[src/rtl/func.sv]
// Iterative unit computing y = floor(sqrt(a + floor(cbrt(b)))) for 8-bit unsigned a, b.
// Latency: fixed 11 cycles from the start edge to busy_o == 00, independent of data.
// No backpressure: start_i is ignored while busy; the master polls busy_o before issuing start.
module func (
    input  logic       clk_i,
    input  logic       rst_i,
    input  logic [7:0] a_bi,
    input  logic [7:0] b_bi,
    input  logic       start_i,
    output logic [1:0] busy_o,
    output logic [4:0] y_bo
);

    typedef enum logic [1:0] {
        IDLE = 2'b00,
        CBRT = 2'b01,
        SQRT = 2'b10
    } state_t;

    state_t      state, state_nxt;
    logic [2:0]  step;
    logic [7:0]  a_q;
    logic [7:0]  rem_q;
    logic [2:0]  cr_q;
    logic [5:0]  prod_q;
    logic [8:0]  num_q;
    logic [8:0]  m_q;
    logic [9:0]  res_q;

    logic        last_cbrt, last_sqrt;
    logic [5:0]  y2w, prod_full;
    logic [7:0]  t, rem_sh, rem_nxt;
    logic [2:0]  shamt, cr_nxt;
    logic        fit_c;
    logic [8:0]  sum;
    logic [9:0]  trial, res_nxt;
    logic [8:0]  num_nxt;
    logic        fit_s;

    assign last_cbrt = (step == 3'd5);
    assign last_sqrt = (step == 3'd4);

    // Cube root: even step forms y2*(y2+1) on the multiplier, odd step finishes 3*p+1 and the trial subtract.
    assign y2w       = {2'b00, cr_q, 1'b0};
    assign prod_full = y2w * (y2w + 6'd1);
    assign t         = {1'b0, prod_q, 1'b0} + {2'b00, prod_q} + 8'd1;

    always_comb begin
        shamt = 3'd0;
        case (step[2:1])
            2'd0:    shamt = 3'd6;
            2'd1:    shamt = 3'd3;
            default: shamt = 3'd0;
        endcase
    end

    assign rem_sh  = rem_q >> shamt;
    assign fit_c   = (rem_sh >= t);
    assign rem_nxt = rem_q - (t << shamt);
    assign cr_nxt  = {cr_q[1:0], fit_c};
    assign sum     = {1'b0, a_q} + {6'd0, cr_nxt};

    assign trial   = res_q + {1'b0, m_q};
    assign fit_s   = ({1'b0, num_q} >= trial);
    assign num_nxt = num_q - trial[8:0];
    assign res_nxt = fit_s ? ((res_q >> 1) + {1'b0, m_q}) : (res_q >> 1);

    always_ff @(posedge clk_i or negedge rst_i) begin
        if (!rst_i) state <= IDLE;
        else        state <= state_nxt;
    end

    always_comb begin
        state_nxt = state;
        case (state)
            IDLE:    if (start_i)   state_nxt = CBRT;
            CBRT:    if (last_cbrt) state_nxt = SQRT;
            SQRT:    if (last_sqrt) state_nxt = IDLE;
            default: state_nxt = IDLE;
        endcase
    end

    always_comb begin
        busy_o = state;
    end

    always_ff @(posedge clk_i or negedge rst_i) begin
        if (!rst_i) begin
            step   <= 3'd0;
            a_q    <= 8'd0;
            rem_q  <= 8'd0;
            cr_q   <= 3'd0;
            prod_q <= 6'd0;
            num_q  <= 9'd0;
            m_q    <= 9'd0;
            res_q  <= 10'd0;
            y_bo   <= 5'd0;
        end else begin
            case (state)
                IDLE: begin
                    if (start_i) begin
                        a_q   <= a_bi;
                        rem_q <= b_bi;
                        cr_q  <= 3'd0;
                        step  <= 3'd0;
                    end
                end
                CBRT: begin
                    if (!step[0]) begin
                        prod_q <= prod_full;
                    end else begin
                        if (fit_c) rem_q <= rem_nxt;
                        cr_q <= cr_nxt;
                    end
                    if (last_cbrt) begin
                        step  <= 3'd0;
                        num_q <= sum;
                        res_q <= 10'd0;
                        m_q   <= 9'h100;
                    end else begin
                        step <= step + 3'd1;
                    end
                end
                SQRT: begin
                    if (fit_s) num_q <= num_nxt;
                    res_q <= res_nxt;
                    m_q   <= m_q >> 2;
                    if (last_sqrt) begin
                        step <= 3'd0;
                        y_bo <= res_nxt[4:0];
                    end else begin
                        step <= step + 3'd1;
                    end
                end
                default: step <= 3'd0;
            endcase
        end
    end

endmodule

[config.mk]
export PLATFORM = sky130hd
export DESIGN_NAME = func
export DESIGN_NICKNAME = d
export VERILOG_FILES = /design/src/rtl/func.sv
export SDC_FILE = /design/constraint.sdc
export NUM_CORES = 1
export LEC_CHECK = 0
export CORE_MARGIN = 2
export CORE_UTILIZATION = 55
export CTS_CLUSTER_SIZE = 10
export DETAILED_ROUTE_END_ITERATION = 8
export HOLD_SLACK_MARGIN = 0.12
export PLACE_DENSITY = 0.77
export SLEW_MARGIN = 40
export SYNTH_ARGS = -nofsm -noshare
export SYNTH_HDL_FRONTEND = slang
export SYNTH_SLANG_ARGS = --single-unit
export TNS_END_PERCENT = 50
[constraint.sdc]
create_clock -name clk_i -period 3.3 [get_ports clk_i]
set_input_delay 0.33 -clock clk_i [delete_from_list [all_inputs] [get_ports clk_i]]
set_output_delay 0.33 -clock clk_i [all_outputs]
set_load 0.005 [all_outputs]
==> results of run 1 <==
## worst max path at each step
stage	endpoint	cells after the start	start
detailed placement	num_q[6]$_DFFE_PN0P_	20	prod_q[2]$_DFFE_PN0P_
CTS	num_q[4]$_DFFE_PN0P_	20	prod_q[2]$_DFFE_PN0P_
finish	num_q[6]$_DFFE_PN0P_	20	prod_q[2]$_DFFE_PN0P_
global placement	num_q[6]$_DFFE_PN0P_	16	prod_q[2]$_DFFE_PN0P_
floorplan	num_q[6]$_DFFE_PN0P_	20	prod_q[1]$_DFFE_PN0P_
global route	num_q[6]$_DFFE_PN0P_	20	prod_q[2]$_DFFE_PN0P_
## metal layers
| layer | up-vias | routed length (um) | share of wire |
|---|---|---|---|
| met3 | 18 | 282 | 0.026 |
| met1 | 1892 | 4689 | 0.44 |
| met5 | - | 0 | 0 |
| met4 | 0 | 195 | 0.018 |
| met2 | 67 | 5488 | 0.52 |
| li1 | 1878 | - | - |
## state kept, by name, summed over array words and instances, names as in the netlist
register	cells
res_q	10
num_q	9
a_q	8
rem_q	8
m_q	5
prod_q	5
y_bo	5
cr_q	3
step	3
busy_o	2
## where the power goes
| part | internal, uW | switching [uW] |
|---|---|---|
| Combinational | 1600 | 1630 |
| Sequential | 930 | 252 |
| Clock | 447 | 313 |
| Total | 2980 | 2190 |
## timing repair
item	4_1_cts	5_1_grt
gates cloned	0	1
hold endpoints to repair	21	0
resized for setup	12	29
setup buffers	2	5
hold buffers	1	0
endpoints found under the setup margin	9	25
pin swaps	8	13
## through the flow
step	setup TNS [ns]	cell area, sq um	utilization	power (uW)	instances
after global routing	-4.151	5684	0.7024	5556	676
after CTS	-0.7439	5538	0.6843	4915	671
final	-1.236	5684	0.7024	5167	676
after floorplan	-0.1617	4556	-	3157	489
after detailed placement	-1.515	5233	0.6466	4011	652
after global placement	-0.7016	5233	0.6466	3923	652
## logic make-up (layout without fill, tap and decap cells)
family | Yosys count | after routing | synth area share
AO/OA/AOI/OAI | 124 | 124 | 0.1749
XOR/XNOR | 38 | 38 | 0.07373
adder cells (fa/ha/maj) | 60 | 60 | 0.1746
buffers and inverters | 39 | 121 | 0.03631
flip-flops | 58 | 58 | 0.3215
multiplexers | 30 | 30 | 0.07844
AND/OR/NAND/NOR | 140 | 140 | 0.1405
## layout make-up
type	instances	area (sq um)
multi-input cells	392	3074
fillers	620	2409
flip-flops and latches	58	1451
repair buffers	78	699.4
clock buffers	10	137.6
well taps	105	131.4
inverters	27	101.3
clock inverters	6	88.84
## worst max-delay path: cells and delay by family (launching register included)
kind            cells  cell delay [ns]
compound gates      5             0.57
xor+xnor            2             0.22
fa+ha+maj           5             1.39
simple gates        5             0.42
flops               1             0.39
mux                 1             0.28
buf+inv             2             0.10
## placed cells by master (no fill, tap or decap), types with 10 or more instances in the layout
cell and instances:
sky130_fd_sc_hd__buf_4 47, sky130_fd_sc_hd__clkbuf_8 10, sky130_fd_sc_hd__nor2_1 33, sky130_fd_sc_hd__nand2_1 60, sky130_fd_sc_hd__inv_1 24, sky130_fd_sc_hd__mux2_2 11, sky130_fd_sc_hd__xnor2_1 20, sky130_fd_sc_hd__a21oi_1 21
sky130_fd_sc_hd__o21ai_1 12, sky130_fd_sc_hd__clkdlybuf4s50_1 24, sky130_fd_sc_hd__xor2_1 17, sky130_fd_sc_hd__ha_1 50, sky130_fd_sc_hd__o21ai_0 34, sky130_fd_sc_hd__a22o_1 11, sky130_fd_sc_hd__dfrtp_1 58
==> results.toml, run 1 <==
[run_status]
run_status = "complete, but fails checks"
violated_checks = "setup timing"

[global_route]
globalRouteOverflowTotal = 0
grt_start_max_net_pins = 38
grt.met3_usage = 0.04549
globalRoute.busiestLayer = "met2"
global_route.usage.met1 = 0.3158
grt_first_pass_wirelength_mm = 17.81
grt_pass1_vias = 3796
antenna_found_initial = 0
grt.met2_usage = 0.4542
grt_util_all_layers = 0.2544

[clocking]
worst_skew_pair.late_latency_ns = 0.35
cts-htree-levels = 3
cts_made_buffers = 9
clkTransAtPathRegs_ns = 0.07
ctsRootBufferMaster = "sky130_fd_sc_hd__clkbuf_8"
clock_sink_count = 58
tritoncts = "done"
ctsLongestPathBuffers = 2

[detailed_routing]
wire_per_inst_um = 15.76
num_vias = 3855
count_of_routing_violations_after_the_opening_detailed_route_iteration = 183
route.detailed.vias_per_inst = 5.703
detail_route.first_pass.iterations = 4
postRouteWirelength_mm = 10.66
detail-route-antenna-nets = 0
drc = 0

[placed_design]
dp_hpwl_mm = 7.571
dp_slack_ns = -0.2923
placer_congestion_estimate = 0.9011
portBuffers = 25

[sta]
fmax_mhz = 284.2
post-route-period-util = 1.066
final_setup_violation_count = 10
max_slew.worst_pin.slew_ns = 0.5769
rsz_0062_raised_after_global_routing = "yes"
post-route-min-period_ns = 3.519
holdWs_ns = 0.4850
finalHoldViolCount = 0
setup_ws_ns = -0.2192
final-max-slew-violation-count = 0
finalClockSkew_ns = 0.01343
max_slew_margin = 0.6141

[yosys]
synth.top_cells.by_count = "62 x sky130_fd_sc_hd__nand2_1, 58 x sky130_fd_sc_hd__dfrtp_1, 55 x sky130_fd_sc_hd__ha_1"
yosysSeqAreaShare = 0.3215
synth_top_area_frac = 0.3215
mappedNetlistNets = 568
yosysWarningCount = 0
synth_area_per_cell_sq_um = 9.232
synth.lib_cells_used.distinct = 48
syn_area_sq_mm = 0.004514
main_flop_type_after_synthesis = "sky130_fd_sc_hd__dfrtp_1"
yosys-top-cells-area = "sky130_fd_sc_hd__dfrtp_1 32%, sky130_fd_sc_hd__ha_1 15%, sky130_fd_sc_hd__nand2_1 5.2%"
synth.ff_latch_count = 58
yosys.area.top_type = "sky130_fd_sc_hd__dfrtp_1"
synth_enable_flop_cells = 0
synth_most_common_cell = "sky130_fd_sc_hd__nand2_1"
synthArstFlopShare = 1.000
syn_inst = 489

[power_and_ir_drop]
worst_case_vdd_ir_drop_mv = 0.5059
power.density_cell_area_mw_per_mm2 = 909.0
power_leakage_uw = 0.002574

[final_layout]
num-nets-final = 645
antenna-diode-count = 0
proportion_of_layout_cells_with_a_drive_suffix_above_1 = 0.2154
syn2layout_area_growth_pct = 25.91

[setup_path]
critical_path.max_stage_delay_ns = 0.39
critical_path_peak_fanout = 4
required_ns = 3.52
crit_path_cell_trace = "ha_2 -> inv_2 -> fa_2 -> inv_2 -> a21oi_2 -> nor2_1 -> nor2_1 -> xor2_1 -> ha_1 -> nand2_1 -> o21ai_2 -> o21bai_4 -> ha_4 -> fa_2 -> a21o_1 -> nand4_1 -> xnor2_1 -> nor2_1 -> a21oi_1 -> mux2_4"
cp_slowest_cell = "sky130_fd_sc_hd__dfrtp_1"
crit_type = "flop to flop"
setup.worst_path.end_class = "flop"
worst_r2r_startpoint = "prod_q[2]$_DFFE_PN0P_"
timing.reg2reg.setup_slack_ns = -0.22
regToRegEndpoint = "num_q[6]$_DFFE_PN0P_"
timing.critical_path.mode_cell = "sky130_fd_sc_hd__nor2_1"
startpoint_type = "flop"
timing.critical_path.arrival_ns = 3.74
worstRegToRegCells = 20

[hold_path]
worst_hold_path_type = "flop to flop"
hold_path_startpoint = "y_bo[1]$_DFFE_PN0P_"
holdPathStages = 2
hold_path_end = "y_bo[1]$_DFFE_PN0P_"

[flow_run]
max-cap-violations = 0

[floorplanning]
design.die.area_sq_mm = 0.008948
initial_core_util = 0.5578
die_height_um = 94.60
core_region_area_sq_mm = 0.008093
die_w_um = 94.60
num_rows = 33
ios = 26
Power figures use the tool's default switching activity.
==> run 2: changes to the inputs <==
CAP_MARGIN = 10   (was unset)
==> results of run 2 <==
No change in the layout: final DEF, timing and power equal those of run 1.
